[config.mk]
export PLATFORM = sky130hd
export DESIGN_NAME = hazard_fwd_ctrl
export DESIGN_NICKNAME = d
export VERILOG_FILES = /design/src/rtl/hazard_fwd_ctrl.sv
export SDC_FILE = /design/constraint.sdc
export NUM_CORES = 1
export LEC_CHECK = 0
export ABC_AREA = 1
export CORE_MARGIN = 2
export CORE_UTILIZATION = 25
export CTS_CLUSTER_DIAMETER = 50
export DETAILED_ROUTE_END_ITERATION = 10
export PLACE_DENSITY = 0.52
export SYNTH_ARGS = -nofsm -noshare
export SYNTH_HDL_FRONTEND = slang
export SYNTH_SLANG_ARGS = --single-unit
[constraint.sdc]
create_clock -name i_clk -period 2.3 [get_ports i_clk]
set_input_delay 0.345 -clock i_clk [delete_from_list [all_inputs] [get_ports i_clk]]
set_output_delay 0.345 -clock i_clk [all_outputs]
set_load 0.005 [all_outputs]
[src/rtl/hazard_fwd_ctrl.sv]
// Hazard and forwarding controller for the 5-stage core: EX/MEM/WB destination scoreboard,
// operand forward selects, load-use stall and taken-branch flush. Define HAZARD_STATS_EN for stall/flush counters.
module hazard_fwd_ctrl #(
  parameter int NB_REG_ADDR = 5,
  parameter int NB_FWD_SEL  = 2
) (
  input  logic                   i_clk,
  input  logic                   i_rst,
  input  logic                   i_id_valid,
  input  logic [NB_REG_ADDR-1:0] i_id_rs,
  input  logic [NB_REG_ADDR-1:0] i_id_rt,
  input  logic                   i_id_uses_rt,
  input  logic [NB_REG_ADDR-1:0] i_id_rd,
  input  logic                   i_id_regwrite,
  input  logic                   i_id_memread,
  input  logic                   i_ex_branch_taken,
  output logic [NB_FWD_SEL-1:0]  o_fwd_a_sel,
  output logic [NB_FWD_SEL-1:0]  o_fwd_b_sel,
`ifdef HAZARD_STATS_EN
  output logic [31:0]            o_stall_count,
  output logic [31:0]            o_flush_count,
`endif
  output logic                   o_stall,
  output logic                   o_flush
);

  localparam logic [NB_FWD_SEL-1:0] FWD_RF  = NB_FWD_SEL'(0);
  localparam logic [NB_FWD_SEL-1:0] FWD_WB  = NB_FWD_SEL'(1);
  localparam logic [NB_FWD_SEL-1:0] FWD_MEM = NB_FWD_SEL'(2);

  logic                   ex_valid, ex_regwrite, ex_memread;
  logic [NB_REG_ADDR-1:0] ex_rd;
  logic                   mem_valid, mem_regwrite, mem_memread;
  logic [NB_REG_ADDR-1:0] mem_rd;
  logic                   wb_valid, wb_regwrite, wb_memread;
  logic [NB_REG_ADDR-1:0] wb_rd;

  logic                   ex_hit_rs, ex_hit_rt, mem_hit_rs, mem_hit_rt;
  logic                   load_use, id_advance;
  logic [NB_FWD_SEL-1:0]  fwd_a_next, fwd_b_next;
  logic                   unused_wb_state;

  function automatic logic stage_writes(input logic valid, input logic regwrite,
                                        input logic [NB_REG_ADDR-1:0] rd,
                                        input logic [NB_REG_ADDR-1:0] r);
    return valid & regwrite & (rd == r) & (r != '0);
  endfunction

  // Producers in EX now will be in MEM when the ID instruction reaches EX, hence the MEM-result select.
  always_comb begin
    ex_hit_rs  = stage_writes(ex_valid, ex_regwrite, ex_rd, i_id_rs);
    ex_hit_rt  = i_id_uses_rt & stage_writes(ex_valid, ex_regwrite, ex_rd, i_id_rt);
    mem_hit_rs = stage_writes(mem_valid, mem_regwrite, mem_rd, i_id_rs);
    mem_hit_rt = i_id_uses_rt & stage_writes(mem_valid, mem_regwrite, mem_rd, i_id_rt);

    load_use   = i_id_valid & ex_memread & (ex_hit_rs | ex_hit_rt);
    o_flush    = ~i_rst & i_ex_branch_taken;
    o_stall    = ~i_rst & ~i_ex_branch_taken & load_use;
    id_advance = i_id_valid & ~o_stall & ~o_flush;

    fwd_a_next = ex_hit_rs ? FWD_MEM : (mem_hit_rs ? FWD_WB : FWD_RF);
    fwd_b_next = ex_hit_rt ? FWD_MEM : (mem_hit_rt ? FWD_WB : FWD_RF);
  end

  always_ff @(posedge i_clk) begin
    if (i_rst) begin
      ex_valid     <= 1'b0;
      ex_regwrite  <= 1'b0;
      ex_memread   <= 1'b0;
      ex_rd        <= '0;
      mem_valid    <= 1'b0;
      mem_regwrite <= 1'b0;
      mem_memread  <= 1'b0;
      mem_rd       <= '0;
      wb_valid     <= 1'b0;
      wb_regwrite  <= 1'b0;
      wb_memread   <= 1'b0;
      wb_rd        <= '0;
      o_fwd_a_sel  <= FWD_RF;
      o_fwd_b_sel  <= FWD_RF;
    end else begin
      wb_valid     <= mem_valid;
      wb_regwrite  <= mem_regwrite;
      wb_memread   <= mem_memread;
      wb_rd        <= mem_rd;
      mem_valid    <= ex_valid;
      mem_regwrite <= ex_regwrite;
      mem_memread  <= ex_memread;
      mem_rd       <= ex_rd;
      ex_valid     <= id_advance;
      ex_regwrite  <= id_advance & i_id_regwrite;
      ex_memread   <= id_advance & i_id_memread;
      ex_rd        <= id_advance ? i_id_rd : '0;
      o_fwd_a_sel  <= id_advance ? fwd_a_next : FWD_RF;
      o_fwd_b_sel  <= id_advance ? fwd_b_next : FWD_RF;
    end
  end

  // The register file is write-before-read, so the WB slot and the load flag past EX have no consumer here.
  assign unused_wb_state = ^{wb_valid, wb_regwrite, wb_memread, wb_rd, mem_memread};

`ifdef HAZARD_STATS_EN
  always_ff @(posedge i_clk) begin
    if (i_rst) begin
      o_stall_count <= '0;
      o_flush_count <= '0;
    end else begin
      if (o_stall && (o_stall_count != 32'hFFFF_FFFF)) o_stall_count <= o_stall_count + 32'd1;
      if (o_flush && (o_flush_count != 32'hFFFF_FFFF)) o_flush_count <= o_flush_count + 32'd1;
    end
  end
`endif

endmodule

==> flow_metrics.py, run 1 <==
metrics = {
    "global_route": {
        "antenna_found_initial": 0,
        "vias_in_the_first_global_route": 875,
        "maximum_number_of_pins_on_one_net_before_global_route_repair": 13,
        "globalRoute.totalOverflow": 0,
        "global_route_wire_length_before_repair_um": 3590,
        "global_route_total_usage_across_every_layer": 0.108,
    },
    "setup_path": {
        "crit_path_max_fanout": 2,
        "worstSetupPathType": "in2out",
        "critical_path.most_common_cell": "sky130_fd_sc_hd__nand2_2",
        "r2r_slack_ns": 0.80,
        "worstReg2RegStart": "ex_rd[3]$_SDFF_PP0_",
        "cp_num_buf_inv": 4,
        "reg2regPathDepth": 12,
        "cp-start-kind": "input pin",
        "crit_end_category": "output port",
        "slowest_delay_ns": 0.49,
        "path_cells": "clkdlybuf4s50_1 -> inv_2 -> a21oi_2 -> nand2_1 -> nor2_2 -> nand2_2 -> nand2_2 -> nand2_2 -> inv_1 -> clkdlybuf4s50_1",
        "critical_path_required_ns": 1.96,
        "critical-path-slowest-cell": "sky130_fd_sc_hd__clkdlybuf4s50_1",
        "critical_path_cell_count": 10,
        "cp_top_family": "buffers and inverters",
        "worstPathArrival_ns": 1.83,
        "timing.critical_path.from": "i_id_uses_rt",
    },
    "outcome": {
        "result_of_the_run": "finished, final reports clean",
    },
    "drt": {
        "final_antenna_net_count": 0,
        "totalWireLength_um": 2050,
        "firstDrtPassIters": 4,
        "num_vias": 874,
        "drcViolationCount": 0,
        "initialDrtViolationCount": 38,
        "vias_per_cell": 3.82,
        "dr_wl_cell_um": 8.94,
    },
    "synthesis": {
        "post_synth_num_cell_types": 19,
        "postSynthNetCount": 159,
        "synth-edff-count": 0,
        "synth.yosys.seq_area_share": 0.383,
        "mapped_avg_cell_area_um2": 7.25,
        "ys_warn_count": 0,
        "postSynth.asyncResetShare": 0,
        "postSynthCellCount": 137,
        "synth_area_um2": 993,
        "ys_dominant_reg_cell": "sky130_fd_sc_hd__dfxtp_1",
        "ys_ff_latch": 19,
    },
    "timing": {
        "slew_violations": 0,
        "final.min_clock_period_ns": 2.18,
        "fin_tns_setup_ns": 0,
        "clock-skew-final_ns": 0.00707,
        "slew-limit-headroom": 0.821,
        "report.final.setup_viol": 0,
        "fmaxAchievable_mhz": 459,
        "max_slew.worst_pin.slew_ns": 0.268,
        "share_of_the_clock_period_used_by_the_worst_path": 0.947,
        "grt_setup_unrepaired": "no",
        "hold_violations": 0,
    },
    "cts": {
        "postCtsSetupBuffers": 0,
        "clock_insertion_delay_worst_skew_ns": 0.26,
        "cts_max_level": 1,
        "tritoncts": "done",
        "worst_setup_hold_path_clk_slew_ns": 0.07,
        "clock_sink_count": 19,
        "cts_inserted_buffers": 3,
        "clock_tree.root_cell": "sky130_fd_sc_hd__clkbuf_8",
        "clock_path_buffers": 2,
    },
    "placement": {
        "replace_congestion": 0.855,
        "numPlacedInstances": 225,
        "port_buffers": 27,
        "dp.final_hpwl_um": 1720,
    },
    "final_layout": {
        "most-common-layout-cells": "sky130_fd_sc_hd__nand2_1, sky130_fd_sc_hd__inv_1, sky130_fd_sc_hd__dfxtp_1",
        "area_growth_from_synthesis_to_layout_pct": 48.7,
        "num_antenna_cells": 0,
        "final_cells": 229,
        "fraction_of_final_layout_cells_sized_beyond_drive_strength_1": 0.215,
        "final_common_cell": "sky130_fd_sc_hd__nand2_1",
        "final.fill_count": 417,
        "finish.net_count": 204,
    },
    "floorplanning": {
        "die_w_um": 67.0,
        "initial_core_util": 0.265,
        "floorplan.die_area_um2": 4490,
        "fp.dieH_um": 67.0,
        "pin_count": 28,
        "rows": 22,
        "floorplan.core_area_um2": 3740,
    },
    "hold_path": {
        "timing.hold.worst.class": "reg2reg",
        "worst_hold_path.num_cells": 2,
        "timing.hold.worst.start": "ex_regwrite$_SDFF_PP0_",
    },
    "job": {
        "cap_violations": 0,
    },
    "power": {
        "cellPowerDensity_nw_per_um2": 463,
        "leak_pwr_nw": 0.731,
        "worst_ir_drop_vdd_mv": 0.211,
    },
}
-- routing by layer --
layer | up-vias | global-route usage | wire length (um)
li1 | 481 | - | -
met4 | 0 | 0.0230 | 6
met5 | - | 0 | 0
met1 | 369 | 0.124 | 843
met2 | 22 | 0.188 | 1070
met3 | 2 | 0.0389 | 128
-- synth_stat cells, types with 2 or more instances --
| cell type | instances | area (um2) |
|---|---|---|
| sky130_fd_sc_hd__inv_1 | 29 | 109 |
| sky130_fd_sc_hd__nand2_1 | 29 | 109 |
| sky130_fd_sc_hd__nor2_1 | 20 | 75.1 |
| sky130_fd_sc_hd__dfxtp_1 | 19 | 380 |
| sky130_fd_sc_hd__xor2_1 | 8 | 70.1 |
| sky130_fd_sc_hd__nor2_2 | 5 | 31.3 |
| sky130_fd_sc_hd__nor2_4 | 5 | 56.3 |
| sky130_fd_sc_hd__xnor2_1 | 4 | 35.0 |
| sky130_fd_sc_hd__a21oi_1 | 3 | 15.0 |
| sky130_fd_sc_hd__nand3_1 | 3 | 15.0 |
| sky130_fd_sc_hd__nand2_2 | 2 | 12.5 |
| sky130_fd_sc_hd__nand4_1 | 2 | 12.5 |
| sky130_fd_sc_hd__nor3_1 | 2 | 10.0 |
-- report_power, final --
group          total (mW)  internal (mW)  switching [mW]  leakage, nW
Clock               0.232          0.123           0.109       0.0228
Combinational       0.114         0.0629          0.0509        0.554
Sequential          0.339          0.335         0.00380        0.154
-- registers in the layout (all words and copies together), names as in the netlist --
signal / count
ex_memread: 1
ex_rd: 5
ex_regwrite: 1
ex_valid: 1
mem_rd: 5
mem_regwrite: 1
mem_valid: 1
o_fwd_a_sel: 2
o_fwd_b_sel: 2
-- tightest hold or removal path, stage by stage, from the launching register on --
cell and delay (ns):
sky130_fd_sc_hd__dfxtp_1 0.31, sky130_fd_sc_hd__inv_1 0.05, sky130_fd_sc_hd__nor2_1 0.03
-- final timing paths --
| path | endpoint |
|---|---|
| hold / removal | mem_regwrite$_SDFF_PP0_ |
| hold reg to reg | mem_regwrite$_SDFF_PP0_ |
| setup reg to reg | ex_rd[0]$_SDFF_PP0_ |
| setup / recovery | o_stall |
-- per-stage QoR --
step | utilization | area, um2 | power (mW) | hold WS [ns] | setup slack (ns)
detailed placement | 0.377 | 1410 | 0.464 | 0.414 | -0.0185
global route | 0.395 | 1480 | 0.725 | 0.460 | 0.00841
global placement | 0.377 | 1410 | 0.462 | 0.412 | -0.0439
CTS | 0.388 | 1450 | 0.696 | 0.424 | 0.00600
finish | 0.395 | 1480 | 0.685 | 0.422 | 0.121
floorplan | - | 993 | 0.398 | 0.403 | 0.943
-- final cells by class --
cell class	instances	area, um2	area share
Clock buffer	4	45.0	0.0305
Sequential cell	19	380	0.257
Tap cell	48	60.1	0.0406
Timing Repair Buffer	42	393	0.266
Multi-Input combinational cell	86	487	0.329
Inverter	30	113	0.0762
-- cells by family (layout without fill, tap and decap cells) --
kind of cell | count (synthesis) | in the layout | synth area share
flip-flops | 19 | 19 | 0.383
AO/OA/AOI/OAI | 3 | 3 | 0.0151
XOR/XNOR | 12 | 12 | 0.106
AND/OR/NAND/NOR | 71 | 71 | 0.358
buffers and inverters | 32 | 76 | 0.139
-- timing repair --
action | CTS | global route
hold buffers | 0 | 0
gates cloned | 0 | 0
hold endpoints to repair | 0 | 0
setup endpoints to repair | 1 | 1
pin swaps | 2 | 3
gates resized for setup | 5 | 11
Note: power is estimated with default switching activity, not from simulation.
==> inputs of run 2 (changes only) <==
CORE_MARGIN = default   (was 2)
==> run 2 against run 1 <==
Non-clock buffer count up 1. Combinational power about the same. Sequential share of layout area about the same. Clock power about the same. Core utilization up 0.067 points. Sequential cell count unchanged. Sequential power about the same. Die area down 5.9%. Critical endpoint is now o_flush.
==> flow_metrics.py, run 2 (synthesis results as in run 1) <==
metrics = {
    "floorplanning": {
        "fp.dieH_um": 65.0,
        "die_w_um": 65.0,
        "rows": 22,
        "pin_count": 28,
        "initial_core_util": 0.265,
        "floorplan.die_area_um2": 4230,
        "floorplan.core_area_um2": 3740,
    },
    "setup_path": {
        "crit_end_category": "output port",
        "critical_path_required_ns": 1.96,
        "worstPathArrival_ns": 1.62,
        "crit_path_max_fanout": 8,
        "rr_endpoint": "ex_rd[0]$_SDFF_PP0_",
        "r2r_slack_ns": 0.82,
        "worstReg2RegStart": "ex_rd[3]$_SDFF_PP0_",
        "cp-start-kind": "input pin",
        "reg2regPathDepth": 10,
        "worstSetupPathType": "in2out",
    },
    "cts": {
        "cts_max_level": 1,
        "worst_setup_hold_path_clk_slew_ns": 0.07,
        "clock_tree.root_cell": "sky130_fd_sc_hd__clkbuf_8",
        "tritoncts": "done",
        "clock_sink_count": 19,
        "clock_path_buffers": 2,
        "postCtsSetupBuffers": 0,
        "hold_buffers": 0,
        "clock_insertion_delay_worst_skew_ns": 0.25,
        "cts_inserted_buffers": 3,
    },
    "hold_path": {
        "timing.hold.worst.class": "reg2reg",
        "timing.hold.worst.start": "ex_regwrite$_SDFF_PP0_",
        "worst_hold_path.num_cells": 2,
        "hold_path_end": "mem_regwrite$_SDFF_PP0_",
    },
    "placement": {
        "numPlacedInstances": 226,
        "dpl-instance-area_um2": 1420,
        "port_buffers": 27,
        "dp.final_hpwl_um": 1710,
        "replace_congestion": 0.828,
    },
    "drt": {
        "totalWireLength_um": 2060,
        "dr_wl_cell_um": 8.97,
        "final_antenna_net_count": 0,
        "drcViolationCount": 0,
        "initialDrtViolationCount": 22,
        "firstDrtPassIters": 4,
        "num_vias": 875,
        "vias_per_cell": 3.80,
    },
    "global_route": {
        "antenna_found_initial": 0,
        "global_route_total_usage_across_every_layer": 0.114,
        "global_route_wire_length_before_repair_um": 3530,
        "global_route.usage.met3": 0.0405,
        "globalRoute.totalOverflow": 0,
        "maximum_number_of_pins_on_one_net_before_global_route_repair": 13,
        "use_met2": 0.195,
        "grt-busiest-layer": "met2",
        "vias_in_the_first_global_route": 846,
        "grtUsageMet1": 0.126,
    },
    "final_layout": {
        "final.fill_count": 409,
        "fraction_of_final_layout_cells_sized_beyond_drive_strength_1": 0.209,
        "final_design_area_no_fill_um2": 1480,
        "register_area_um2": 380,
        "final_common_cell": "sky130_fd_sc_hd__inv_1",
        "num_antenna_cells": 0,
        "final_cells": 230,
        "multi_input_combinational_cell_area_um2": 487,
        "reg.largest.list": "ex_rd x5, mem_rd x5",
        "finish.net_count": 205,
        "most-common-layout-cells": "sky130_fd_sc_hd__inv_1, sky130_fd_sc_hd__nand2_1, sky130_fd_sc_hd__dfxtp_1",
        "area_growth_from_synthesis_to_layout_pct": 49.0,
    },
    "timing": {
        "slew_violations": 0,
        "fin_hold_ws_ns": 0.425,
        "max_slew.worst_pin.slew_ns": 0.268,
        "fmaxAchievable_mhz": 510,
        "clock-skew-final_ns": 0.00396,
        "slew-limit-headroom": 0.821,
        "grt_setup_unrepaired": "no",
        "share_of_the_clock_period_used_by_the_worst_path": 0.852,
        "hold_violations": 0,
        "final.min_clock_period_ns": 1.96,
        "report.final.setup_viol": 0,
    },
    "power": {
        "share_clk_of_total_power": 0.338,
        "cell_internal_pwr_mw": 0.520,
        "power.sequential.fraction": 0.497,
        "leak_pwr_nw": 0.741,
        "power_frac_comb": 0.165,
        "power.switching_mw": 0.161,
        "sw_frac_of_total": 0.237,
        "cellPowerDensity_nw_per_um2": 460,
        "worst_ir_drop_vdd_mv": 0.319,
    },
    "outcome": {
        "result_of_the_run": "finished, final reports clean",
    },
    "job": {
        "cap_violations": 0,
    },
}
## run 2: changes by cell type in the layout (fill, tap and decap cells not counted), sizes merged
cell	change
buf	+1
clkdlybuf4s50	-1
dlygate4sd2	+2
dlymetal6s2s	-1
## run 2: cell type report
class                   instances  area share
flip-flops and latches         19       0.257
multi-input cells              86       0.329
inverters                      30      0.0761
clock buffers                   4      0.0304
repair buffers                 43       0.267
well taps                      48      0.0406
## run 2: worst max path at each step
stage	endpoint	slack [ns]	from
detailed placement	o_stall	-0.04	i_id_rs[3]
CTS	o_stall	0.008	i_id_rt[2]
finish	o_flush	0.34	i_rst
global route	o_flush	0.24	i_rst
global placement	o_stall	-0.05	i_id_rs[3]
floorplan	o_stall	0.94	i_rst
## run 2: worst max-delay path, stage by stage
cell	delay [ns]
sky130_fd_sc_hd__clkdlybuf4s50_1	0.46
sky130_fd_sc_hd__buf_4	0.20
sky130_fd_sc_hd__nor2_1	0.11
sky130_fd_sc_hd__clkdlybuf4s50_1	0.50
## run 2: repair_timing
| action | 4_1_cts | 5_1_grt |
|---|---|---|
| pin swaps | 2 | 1 |
| setup endpoints to repair | 1 | 1 |
| gates resized for setup | 6 | 9 |
## run 2: power by group through the flow
| stage | logic, mW | registers (mW) | clock network, mW |
|---|---|---|---|
| 6_report | 0.112 | 0.339 | 0.230 |
| 5_1_grt | 0.126 | 0.339 | 0.256 |
| 4_1_cts | 0.114 | 0.339 | 0.242 |
| 3_5_place_dp | 0.118 | 0.346 | 0 |
| 3_3_place_gp | 0.117 | 0.346 | 0 |
| 2_1_floorplan | 0.0522 | 0.346 | 0 |
## run 2: metal layers
layer | vias up | wire length, um
li1 | 481 | -
met1 | 368 | 865
met2 | 21 | 1050
met3 | 5 | 119
met4 | 0 | 33
met5 | - | 0
## run 2: stage by stage
step	TNS [ns]	setup WS [ns]	utilization	total power, mW
final	0	0.339	0.395	0.682
after global placement	-0.0478	-0.0478	0.379	0.463
after global routing	0	0.236	0.395	0.721
after detailed placement	-0.0386	-0.0386	0.379	0.464
after floorplan	0	0.943	-	0.398
after CTS	0	0.00761	0.389	0.695
